===== src/rtl/dac_dma_buffer_pkg.sv =====
// Shared types and constants for the DAC DMA prefill buffer.
package dac_dma_buffer_pkg;

  typedef enum logic [1:0] {
    IDLE = 2'd0,
    FILL = 2'd1,
    RUN  = 2'd2
  } state_e;

  localparam int unsigned SAMPLE_W                = 16;
  localparam int unsigned DEFAULT_FIFO_ADDR_WIDTH = 5;
  localparam int unsigned DEFAULT_FIFO_DEPTH      = 1 << DEFAULT_FIFO_ADDR_WIDTH;

  function automatic int unsigned fifo_depth(input int unsigned aw);
    return 1 << aw;
  endfunction

endpackage


===== src/rtl/dac_dma_buffer_mem.sv =====
// Simple dual-port beat store: synchronous write, registered read, no reset on storage.
module dac_dma_buffer_mem #(
  parameter int DW = 64,
  parameter int AW = 5
) (
  input  logic          clk,
  input  logic          wr_en_i,
  input  logic [AW-1:0] wr_addr_i,
  input  logic [DW-1:0] wr_data_i,
  input  logic          rd_en_i,
  input  logic [AW-1:0] rd_addr_i,
  output logic [DW-1:0] rd_data_o
);

  logic [DW-1:0] mem_q [0:(1<<AW)-1];
  logic [DW-1:0] rd_data_q;

  always_ff @(posedge clk) begin
    if (wr_en_i) mem_q[wr_addr_i] <= wr_data_i;
    if (rd_en_i) rd_data_q <= mem_q[rd_addr_i];
  end

  assign rd_data_o = rd_data_q;

endmodule


===== src/rtl/dac_dma_prefill_buffer.sv =====
// DMA-to-DAC beat buffer: holds off playback until START_LEVEL beats are queued,
// then serves one beat per dac_valid, substituting zeros and flagging dac_dunf when dry.
module dac_dma_prefill_buffer
  import dac_dma_buffer_pkg::*;
#(
  parameter int NUM_CHANNELS    = 1,
  parameter int DATA_PATH_WIDTH = 4,
  parameter int FIFO_ADDR_WIDTH = 5,
  parameter int START_LEVEL     = 16
) (
  input  logic                                          dac_clk,
  input  logic                                          dac_rst,
  input  logic [NUM_CHANNELS-1:0]                       dac_enable,
  input  logic [NUM_CHANNELS-1:0]                       dac_valid,
  output logic [DATA_PATH_WIDTH*NUM_CHANNELS*16-1:0]    dac_ddata,
  output logic                                          dac_dunf,
  input  logic                                          s_axis_valid,
  output logic                                          s_axis_ready,
  input  logic [DATA_PATH_WIDTH*NUM_CHANNELS*16-1:0]    s_axis_data,
  output logic [FIFO_ADDR_WIDTH:0]                      fifo_level
);

  localparam int DW    = DATA_PATH_WIDTH * NUM_CHANNELS * SAMPLE_W;
  localparam int AW    = FIFO_ADDR_WIDTH;
  localparam int LW    = FIFO_ADDR_WIDTH + 1;
  localparam int DEPTH = int'(fifo_depth(FIFO_ADDR_WIDTH));

  state_e        state_q, state_d;
  logic [AW-1:0] wr_ptr_q, wr_ptr_d, rd_ptr_q, rd_ptr_d;
  logic [LW-1:0] level_q, level_d;
  logic          dunf_q, dunf_d;
  logic          mem_sel_q, mem_sel_d;
  logic          push, pop, flush, wr_en;
  logic [DW-1:0] rd_data;

  always_comb begin
    state_d   = state_q;
    wr_ptr_d  = wr_ptr_q;
    rd_ptr_d  = rd_ptr_q;
    dunf_d    = 1'b0;
    mem_sel_d = mem_sel_q;
    pop       = 1'b0;

    s_axis_ready = (state_q != IDLE) && (level_q < LW'(DEPTH));
    push         = s_axis_valid && s_axis_ready;
    flush        = !(|dac_enable) || (state_q == IDLE);

    unique case (state_q)
      IDLE: state_d = FILL;
      FILL: if (level_q >= LW'(START_LEVEL)) state_d = RUN;
      RUN: begin
        if (|dac_valid) begin
          if (level_q != '0) begin
            pop       = 1'b1;
            mem_sel_d = 1'b1;
          end else begin
            mem_sel_d = 1'b0;
            dunf_d    = 1'b1;
          end
        end
      end
      default: state_d = IDLE;
    endcase

    if (push) wr_ptr_d = wr_ptr_q + AW'(1);
    if (pop)  rd_ptr_d = rd_ptr_q + AW'(1);
    level_d = level_q + LW'(push) - LW'(pop);

    // Disable (or sitting in IDLE) flushes everything, including a push racing the drop.
    if (flush) begin
      if (!(|dac_enable)) state_d = IDLE;
      wr_ptr_d  = '0;
      rd_ptr_d  = '0;
      level_d   = '0;
      dunf_d    = 1'b0;
      mem_sel_d = 1'b0;
      pop       = 1'b0;
    end
    wr_en = push && !flush;
  end

  always_ff @(posedge dac_clk or posedge dac_rst) begin
    if (dac_rst) begin
      state_q   <= IDLE;
      wr_ptr_q  <= '0;
      rd_ptr_q  <= '0;
      level_q   <= '0;
      dunf_q    <= 1'b0;
      mem_sel_q <= 1'b0;
    end else begin
      state_q   <= state_d;
      wr_ptr_q  <= wr_ptr_d;
      rd_ptr_q  <= rd_ptr_d;
      level_q   <= level_d;
      dunf_q    <= dunf_d;
      mem_sel_q <= mem_sel_d;
    end
  end

  dac_dma_buffer_mem #(.DW(DW), .AW(AW)) u_mem (
    .clk       (dac_clk),
    .wr_en_i   (wr_en),
    .wr_addr_i (wr_ptr_q),
    .wr_data_i (s_axis_data),
    .rd_en_i   (pop),
    .rd_addr_i (rd_ptr_q),
    .rd_data_o (rd_data)
  );

  // The memory read register doubles as the output register; mem_sel_q masks it to zero.
  assign dac_ddata  = mem_sel_q ? rd_data : '0;
  assign dac_dunf   = dunf_q;
  assign fifo_level = level_q;

endmodule


===== config.mk =====
export PLATFORM = sky130hd
export DESIGN_NAME = dac_dma_prefill_buffer
export DESIGN_NICKNAME = d
export VERILOG_FILES = /design/src/rtl/dac_dma_buffer_pkg.sv /design/src/rtl/dac_dma_buffer_mem.sv /design/src/rtl/dac_dma_prefill_buffer.sv
export SDC_FILE = /design/constraint.sdc
export NUM_CORES = 2
export LEC_CHECK = 0
export BUFFER_PORTS_ARGS = -buffer_cell sky130_fd_sc_hd__buf_4
export CORE_MARGIN = 1.5
export CORE_UTILIZATION = 55
export DETAILED_ROUTE_END_ITERATION = 12
export GPL_ROUTABILITY_DRIVEN = 0
export PLACE_DENSITY = 0.69
export SETUP_SLACK_MARGIN = 0.02
export SYNTH_ARGS = -nofsm -noshare
export SYNTH_HDL_FRONTEND = slang
export SYNTH_SLANG_ARGS = --single-unit
export TNS_END_PERCENT = 20

===== constraint.sdc =====
create_clock -name dac_clk -period 11.5 [get_ports dac_clk]
set_input_delay 1.15 -clock dac_clk [delete_from_list [all_inputs] [get_ports dac_clk]]
set_output_delay 1.15 -clock dac_clk [all_outputs]
set_load 0.05 [all_outputs]

==> summary.md <==
| Metric | Value |
|---|---|
| CTS sink cnt | 2132 |
| Post-CTS resize count | 0 |
| Die height | 388 um |
| Final slew viol count | 0 |
| Via/cell ratio | 6.54 |
| GRT Total Usage | 26.2% |
| DR WL met3 | 14400 um |
| Drt pass-1 iters | 5 |
| Vias in the first global route | 39640 |
| Post-synth top area cell | edfxtp_1 |
| Register cell area after layout | 0.0639 mm2 |
| Path type of the worst min-delay path | input port to asynchronous set/reset pin |
| Crit path top cell by count | buf_12 |
| Peak supply drop | 0.151 mV |
| Min Tclk post-route | 4440 ps |
| First-pass GRT wire length | 282000 um |
| Die extent in x | 388 um |
| Antenna violations before repair | 5 |
| Via count | 39505 |
| Share of cells above drive strength 1 | 22.8% |
| Sw Share | 19.4% |
| Final Cycle Share | 38.6% |
| Crit Path Class | flop to flop |
| Synth cell types | 65 |
| Crit path DAT | 4990 ps |
| Max-cap violations | 0 |
| Yosys warning total | 0 |
| Yosys reg bits | 2132 |
| Filler cell count | 9826 |
| Post-place setup slack | 6990 ps |
| Setup crit start kind | flop |
| Comb pwr share | 1.2% |
| Cts bufs inserted | 204 |
| Io pins | 141 |
| Yosys top cell area share | 78.0% |
| Port bufs | 140 |
| Max_slew headroom | 13.1% |
| Area of the die | 0.150 mm2 |
| DRC viols | 0 |
| Max layer used | met5 |
| Setup TNS | 0 ps |
| Post-synth ARST share | 0.938% |
| Clk Latency, worst-skew pair | 830 ps |
| Post-DR wirelength/cell | 32.6 um |
| Final Hold Viols | 0 |
| Fmax | 225 MHz |
| Clock Skew | 33.6 ps |
| Post CTS Setup Buffer Count | 0 |
| DP Wirelength | 104000 um |
| Most frequent cells after synthesis | edfxtp_1 (2112), mux4_2 (369), mux2i_1 (296) |
| Post-layout util | 62.2% |
| Longest Clk Path Bufs | 3 |
| Pwr Density | 167 mW/mm2 |
| Pin count of the biggest net entering global routing | 131 |
| Synthesized area | 0.0813 mm2 |
| Core Footprint | 0.146 mm2 |
| Crit-path max FO | 130 |
| Initial Util | 55.6% |
| Static Leak | 27.3 nW |
| Multi-input gate area | 0.0165 mm2 |
| Synthesis-to-layout area growth | 11.8% |
| Routed Antenna Nets | 0 |
| Tightest Pin Transition | 1300 ps |
| Drt initial violations | 4360 |
| Sw Pwr | 2.95 mW |
| Post-route setup slack | 7060 ps |
| Most instantiated library cell after synthesis | edfxtp_1 |
| Hold-fix buffers, CTS | 0 |
| H-tree depth | 4 |
| Dominant cells by area after synthesis | edfxtp_1 (78%), mux4_2 (10%), mux2i_1 (3.6%) |
| Syn Nets | 3834 |
| Crit path largest cell delay | 840 ps |
| CP max-delay cell | dfrtp_4 |
| Final net count | 4046 |
| FP Rows | 140 |
| CTS tree | built |
| Average cell area after synthesis | 21.7 um2 |
| Setup crit end kind | flop |
| Detailed Route WL | 197000 um |
| DRT met1 WL | 78600 um |
| Sequential group share of total power | 56.3% |
| Met2 WL post-DR | 98700 um |
| Status | finished, final reports clean |
| Root Buffer | clkbuf_16 |
| Remaining Overflow, GRT | 0 |
| Post-synth EDFFs | 2112 |
| Sequential share of the synthesized area | 78.6% |
| P_int | 12.2 mW |
| Mapped Cells | 3752 |
| Crit path required time | 12050 ps |
| Crit path cell chain | buf_12 > buf_12 > buf_4 > mux4_2 > o21ai_0 > nand4_1 |
| Ys flop type | edfxtp_1 |
| Clock power frac | 42.5% |
| Clock slew at reported path FFs | 60 ps |
| RSZ-0062 raised after global routing | no |
| Setup violations, final | 0 |
| Worst hold slack | 521 ps |
## state kept, by name, summed over array words and instances, names as in the netlist
name,cells
state_q,2
dac_dunf,1
u_mem.rd_data_o,64
u_mem.mem_q,2048
mem_sel_q,1
rd_ptr_q,5
fifo_level,6
wr_ptr_q,5
## placed cells by master, fill, tap and decap left out, types with 9 or more instances in the layout
| cell type | instances |
|---|---|
| edfxtp_1 | 2112 |
| mux4_2 | 369 |
| mux2i_1 | 296 |
| buf_4 | 212 |
| clkbuf_16 | 207 |
| a22oi_1 | 125 |
| nand2_1 | 86 |
| a221oi_1 | 80 |
| o21ai_0 | 73 |
| and2_1 | 71 |
| clkbuf_1 | 51 |
| clkinv_1 | 44 |
| nand4_1 | 39 |
| nor2_4 | 35 |
| clkinv_2 | 34 |
| nand3_1 | 21 |
| bufinv_16 | 15 |
| dfrtp_1 | 15 |
| and3_1 | 14 |
| mux2_2 | 14 |
| o211ai_1 | 14 |
| o32ai_1 | 14 |
| inv_1 | 13 |
| a21oi_1 | 13 |
| ha_1 | 12 |
| nor2_1 | 10 |
| nor4_2 | 10 |
| o22ai_1 | 9 |
| a22o_1 | 9 |
## worst paths after layout
check / from / end / slack [ps] / cells after the start
min in group dac_clk: wr_ptr_q[0]$_DFFE_PP0P_ / wr_ptr_q[0]$_DFFE_PP0P_ / 590 / 1
setup / recovery: rd_ptr_q[2]$_DFFE_PP0P_ / u_mem.rd_data_o[35]$_DFFE_PP_ / 7060 / 6
setup reg to reg: rd_ptr_q[2]$_DFFE_PP0P_ / u_mem.rd_data_o[35]$_DFFE_PP_ / 7060 / 6
hold / removal: dac_rst / state_q[0]$_DFF_PP0_ / 520 / 2
max in group asynchronous: dac_rst / mem_sel_q$_DFFE_PP0P_ / 10320 / 2
hold reg to reg: wr_ptr_q[0]$_DFFE_PP0P_ / wr_ptr_q[0]$_DFFE_PP0P_ / 590 / 1
## power groups by stage
stage / combinational, mW / sequential [mW] / clock (mW)
final: 0.179 / 8.55 / 6.45
after global placement: 0.174 / 8.72 / 0
after floorplan: 0.0340 / 8.72 / 0
after detailed placement: 0.181 / 8.72 / 0
after CTS: 0.181 / 8.55 / 6.52
after global routing: 0.195 / 8.55 / 6.79
## worst max-delay path: cells and delay by family (launching register included)
kind | cells | cell delay (ps)
mux | 1 | 590
flops | 1 | 840
simple gates | 1 | 110
buf+inv | 3 | 2120
compound gates | 1 | 210
## stage by stage
step / cells / power [mW] / cell area (um2)
6_report: 6043 / 15.2 / 90900
5_1_grt: 6042 / 15.5 / 90900
4_1_cts: 6042 / 15.3 / 90900
3_5_place_dp: 5675 / 8.90 / 84500
3_3_place_gp: 5675 / 8.89 / 84500
2_1_floorplan: 3752 / 8.76 / 81300
## area by class of cell
| class | instances | area share [%] |
|---|---|---|
| sequential | 2132 | 70.3 |
| tap | 1917 | 2.64 |
| antenna | 1 | 0.00275 |
| timing repair buffer | 217 | 1.86 |
| multi-input combinational | 1394 | 18.1 |
| inverter | 15 | 0.0647 |
| clock buffer | 260 | 5.94 |
| clock inverter | 107 | 1.09 |
## layer usage
layer / global-route usage [%] / vias up
met5: 0 / -
met4: 7.97 / 4
met3: 4.00 / 335
met2: 43.4 / 1801
met1: 36.6 / 21162
li1: - / 16203
## logic make-up (layout without fill, tap and decap cells)
logic type	after synthesis	after routing	share of synthesized area [%]
and+or+nand+nor	329	329	2.25
other	0	1	0
buffers and inverters	226	599	1.53
adders and majority gates	13	13	0.209
AOI/OAI and AO/OA	365	365	3.24
DFF	2132	2132	78.6
muxes	680	680	14.1
xor gates and xnor gates	7	7	0.0754
(Power assumes the default switching activity.)
